File: src/rtl/shift_arbiter_pkg.sv
// Shared encodings for the two-requester rotate arbiter.
// Holds the FSM state and rotate direction constants.
package shift_arbiter_pkg;

    localparam logic [0:0] ST_EMPTY  = 1'b0;
    localparam logic [0:0] ST_FULL   = 1'b1;

    localparam logic DIR_RIGHT = 1'b0;
    localparam logic DIR_LEFT  = 1'b1;

endpackage

File: src/rtl/shift_arbiter_rotate_core.sv
// Combinational rotator: rotate right directly, rotate left
// by mirroring the word around a rotate-right.
module rotate_core
    import shift_arbiter_pkg::*;
#(
    parameter  int N = 8,
    localparam int W = $clog2(N)
) (
    input  logic [N-1:0] data,
    input  logic [W-1:0] amt,
    input  logic         dir,
    output logic [N-1:0] result
);

    logic [N-1:0]   rev_in;
    logic [N-1:0]   src;
    logic [2*N-1:0] dbl;
    logic [N-1:0]   rr;
    logic [N-1:0]   rev_out;

    for (genvar i = 0; i < N; i++) begin : g_rev
        assign rev_in[i]  = data[N-1-i];
        assign rev_out[i] = rr[N-1-i];
    end

    // Doubling the word makes the right shift wrap with no bit loss.
    always_comb begin
        src    = (dir == DIR_LEFT) ? rev_in : data;
        dbl    = {src, src} >> amt;
        rr     = dbl[N-1:0];
        result = (dir == DIR_LEFT) ? rev_out : rr;
    end

endmodule

File: src/rtl/shift_arbiter.sv
// Round-robin arbiter between two rotate requesters feeding a
// single registered result slot with valid/ready handshakes.
module shift_arbiter
    import shift_arbiter_pkg::*;
#(
    parameter  int N = 8,
    localparam int W = $clog2(N)
) (
    input  logic         clk,
    input  logic         reset,
    input  logic         req0_valid,
    output logic         req0_ready,
    input  logic [N-1:0] req0_data,
    input  logic [W-1:0] req0_amt,
    input  logic         req0_dir,
    input  logic         req1_valid,
    output logic         req1_ready,
    input  logic [N-1:0] req1_data,
    input  logic [W-1:0] req1_amt,
    input  logic         req1_dir,
    output logic         out_valid,
    input  logic         out_ready,
    output logic [N-1:0] out_data,
    output logic         out_id
);

    logic [0:0]   state;
    logic         prio;
    logic         can_accept;
    logic         grant0;
    logic         grant1;
    logic         accept;
    logic [N-1:0] sel_data;
    logic [W-1:0] sel_amt;
    logic         sel_dir;
    logic [N-1:0] rot;

    assign out_valid = (state == ST_FULL);

    // The slot can refill in the same cycle it drains.
    assign can_accept = !reset && (!out_valid || out_ready);

    assign grant0 = can_accept && req0_valid
                 && (!req1_valid || !prio);
    assign grant1 = can_accept && req1_valid
                 && (!req0_valid || prio);
    assign accept = grant0 || grant1;

    assign req0_ready = grant0;
    assign req1_ready = grant1;

    assign sel_data = grant1 ? req1_data : req0_data;
    assign sel_amt  = grant1 ? req1_amt  : req0_amt;
    assign sel_dir  = grant1 ? req1_dir  : req0_dir;

    rotate_core #(.N(N)) u_rot (
        .data   (sel_data),
        .amt    (sel_amt),
        .dir    (sel_dir),
        .result (rot)
    );

    always_ff @(posedge clk) begin
        if (reset) begin
            state    <= ST_EMPTY;
            prio     <= 1'b0;
            out_data <= '0;
            out_id   <= 1'b0;
        end else if (accept) begin
            state    <= ST_FULL;
            prio     <= !grant1;
            out_data <= rot;
            out_id   <= grant1;
        end else if (out_ready) begin
            state    <= ST_EMPTY;
        end
    end

endmodule

File: config.mk
export PLATFORM = sky130hd
export DESIGN_NAME = shift_arbiter
export DESIGN_NICKNAME = d
export VERILOG_FILES = /design/src/rtl/shift_arbiter_pkg.sv /design/src/rtl/shift_arbiter_rotate_core.sv /design/src/rtl/shift_arbiter.sv
export SDC_FILE = /design/constraint.sdc
export NUM_CORES = 1
export LEC_CHECK = 0
export CAP_MARGIN = 20
export CORE_MARGIN = 8
export CORE_UTILIZATION = 40
export CTS_CLUSTER_DIAMETER = 50
export CTS_CLUSTER_SIZE = 20
export DETAILED_ROUTE_END_ITERATION = 6
export MAX_ROUTING_LAYER = met4
export PLACE_DENSITY = 0.72
export SYNTH_ARGS = -nofsm -noshare
export SYNTH_HDL_FRONTEND = slang
export SYNTH_HIERARCHICAL = 1
export SYNTH_SLANG_ARGS = --single-unit
File: constraint.sdc
create_clock -name clk -period 10.6 [get_ports clk]
set_input_delay 3.18 -clock clk [delete_from_list [all_inputs] [get_ports clk]]
set_output_delay 3.18 -clock clk [all_outputs]
set_load 0.03 [all_outputs]
==> insert_results.sql <==
INSERT INTO impl_metrics (metric_group, metric, value, unit) VALUES
('sta', 'worst_clock_skew', '0.00510', 'ns'),
('route', 'dr_total_vias', '1012', ''),
('layout', 'flow.area_growth_from_synthesis', '34.2', '%'),
('setup_path', 'worst-path-max-fanout', '19', ''),
('layout', 'layout.area.seq', '220', 'um2'),
('min_path', 'min_delay_worst_endpoint', 'out_id', ''),
('clock_network', 'clk_pin_slew_worst_paths', '0.07', 'ns'),
('outcome', 'run_status', 'complete, no violations', ''),
('setup_path', 'cp.required', '7.42', 'ns'),
('setup_path', 'worst_ep_arrival_time', '5.11', 'ns'),
('power_and_ir_drop', 'power.density_cell_area', '105', 'nW/um2'),
('setup_path', 'r2r-end', 'out_data[6]', ''),
('global_route', 'grt_pass1_vias', '1058', ''),
('floorplanning', 'floorplan.die.height', '70.8', 'um'),
('min_path', 'worst_hold_path_type', 'flip-flop to flip-flop', ''),
('yosys', 'synth_warnings', '6', ''),
('yosys', 'yosys-top-cells-count', 'mux4_2, dfxtp_1, nand2_1', ''),
('clock_network', 'ctsRootBufferMaster', 'clkbuf_4', ''),
('yosys', 'synth_top_area_share', '33.7', '%'),
('global_route', 'largest_net_degree_at_the_start_of_global_routing', '20', ''),
('clock_network', 'post-cts-setup-buffers', '0', ''),
('setup_path', 'critical_path.startpoint_type', 'input pin', ''),
('sta', 'clock.fmax', '121', 'MHz'),
('route', 'drtIter0Drc', '73', ''),
('yosys', 'syn-mean-instance-area', '11.7', 'um2'),
('placed_design', 'finalWeightedCongestion', '0.802', ''),
('setup_path', 'rrSetupSlack', '7.52', 'ns'),
('floorplanning', 'floorplan.initialDensity', '40.7', '%'),
('power_and_ir_drop', 'maximum_resistive_drop_on_vdd', '0.0336', 'mV'),
('layout', 'layout.filler_cells', '259', ''),
('layout', 'finalNetCount', '167', ''),
('sta', 'tightestPinTransition', '0.555', 'ns'),
('yosys', 'syn_nets', '132', ''),
('sta', 'timing.max_slew.rel_slack', '63.0', '%'),
('floorplanning', 'coreArea', '2950', 'um2'),
('yosys', 'ys_ff_latch', '11', ''),
('sta', 'finalHoldWorstSlack', '0.483', 'ns'),
('floorplanning', 'num_io_pins', '41', ''),
('placed_design', 'placement.io_buffers', '40', ''),
('clock_network', 'clock_h_tree_levels', '1', ''),
('route', 'ant_nets', '0', ''),
('layout', 'multi_input_comb_area', '915', 'um2'),
('clock_network', 'cts_buffer_depth', '2', ''),
('layout', 'antenna_cells', '0', ''),
('sta', 'timing.final.hold_violations', '0', ''),
('route', 'routed_via_density', '5.95', ''),
('clock_network', 'clock_insertion_delay_worst_skew', '0.27', 'ns'),
('global_route', 'grt_antenna_before_repair', '0', ''),
('route', 'drt-pass1-iter-count', '5', ''),
('global_route', 'remaining_global_route_overflow', '0', ''),
('sta', 'setup-tns-final', '0', 'ns'),
('route', 'remaining_drcs', '0', ''),
('layout', 'layout-drive-gt1-share', '29.9', '%'),
('run', 'maxCapViolations', '0', ''),
('yosys', 'post_synth_top_flop', 'dfxtp_1', ''),
('placed_design', 'dp_worst_setup_slack', '2.32', 'ns'),
('setup_path', 'r2r.worst_path.cells', '7', ''),
('floorplanning', 'floorplan.die_area', '5020', 'um2'),
('clock_network', 'cts_resized', '0', ''),
('route', 'routed_wl', '2800', 'um'),
('setup_path', 'worst-setup-path-type', 'input pin to output port', ''),
('global_route', 'wire_length_of_the_first_global_routing_pass', '4930', 'um'),
('sta', 'timing.final.crit_period', '8.29', 'ns'),
('route', 'routedWlPerCell', '16.4', 'um'),
('yosys', 'synth_enable_flop_cells', '0', ''),
('yosys', 'ys_async_sr_fraction', '0', '%'),
('floorplanning', 'row_count', '20', ''),
('clock_network', 'clock_sinks', '11', ''),
('yosys', 'mappedNetlistArea', '1200', 'um2'),
('clock_network', 'tritoncts_clock_tree', 'yes', ''),
('clock_network', 'ctsHoldBuffers', '0', '');
[layout make-up]
cell class / instances / share of cell area [%]
inverter: 3 / 0.698
clock buffer: 4 / 1.63
timing repair buffer: 40 / 24.8
multi-input combinational: 79 / 56.7
sequential: 11 / 13.6
tap: 33 / 2.56
[report_power, final]
group / total (mW) / switching, mW / internal, mW
clock: 0.0296 / 0.0150 / 0.0146
combinational: 0.0906 / 0.0413 / 0.0493
sequential: 0.0498 / 0.00313 / 0.0466
[per-layer routing]
| layer | global-route usage (%) | up-vias | part of all wire [%] |
|---|---|---|---|
| met1 | 12.7 | 486 | 41 |
| met4 | 3.46 | 0 | 0.82 |
| met2 | 21.6 | 37 | 53 |
| li1 | - | 487 | - |
| met3 | 2.26 | 2 | 5.3 |
| met5 | - | - | 0 |
[cells by family (layout without fill, tap and decap cells)]
logic type,Yosys count,in the layout,synth area share (%)
AOI/OAI and AO/OA,18,18,12.5
xor gates and xnor gates,1,1,0.729
buffers and inverters,13,47,5.62
DFF,11,11,18.3
muxes,36,36,52.3
and+or+nand+nor,24,24,10.5
[cell usage in the layout, fill, tap and decap left out, types with 2 or more instances in the layout]
cell | netlist | final
a211oi_1 | 2 | 2
a21oi_1 | 3 | 3
clkbuf_4 | 0 | 3
clkdlybuf4s50_1 | 0 | 40
dfxtp_1 | 11 | 11
inv_1 | 2 | 2
mux2_2 | 7 | 7
mux2_4 | 7 | 7
mux2i_1 | 4 | 4
mux4_2 | 18 | 18
nand2_1 | 10 | 10
nand4_1 | 8 | 8
nor2b_1 | 2 | 2
o211ai_1 | 8 | 8
[flip-flops by register name, indices dropped and copies added (netlist names)]
register and count:
out_data 8, out_id 1, out_valid 1, prio 1
[critical path, stage by stage]
cell and delay (ns):
clkdlybuf4s50_1 0.47, inv_2 0.28, o2111ai_4 0.35, inv_1 0.14, clkdlybuf4s50_1 0.68
[stage by stage]
stage	util (%)	area, um2	cells
after floorplan	-	1200	103
after global placement	53.8	1590	166
after detailed placement	53.8	1590	166
after CTS	54.7	1610	170
after global routing	54.7	1610	170
final	54.7	1610	170
[worst max-delay path by stage]
stage | start | to | slack, ns | cells after the start
2_1_floorplan | out_ready | req0_ready | 3.20 | 3
3_3_place_gp | reset | req1_ready | 2.35 | 5
3_5_place_dp | reset | req1_ready | 2.32 | 5
4_1_cts | reset | req1_ready | 2.31 | 5
5_1_grt | reset | req1_ready | 2.21 | 5
6_report | reset | req1_ready | 2.31 | 5
(Power assumes the default switching activity.)
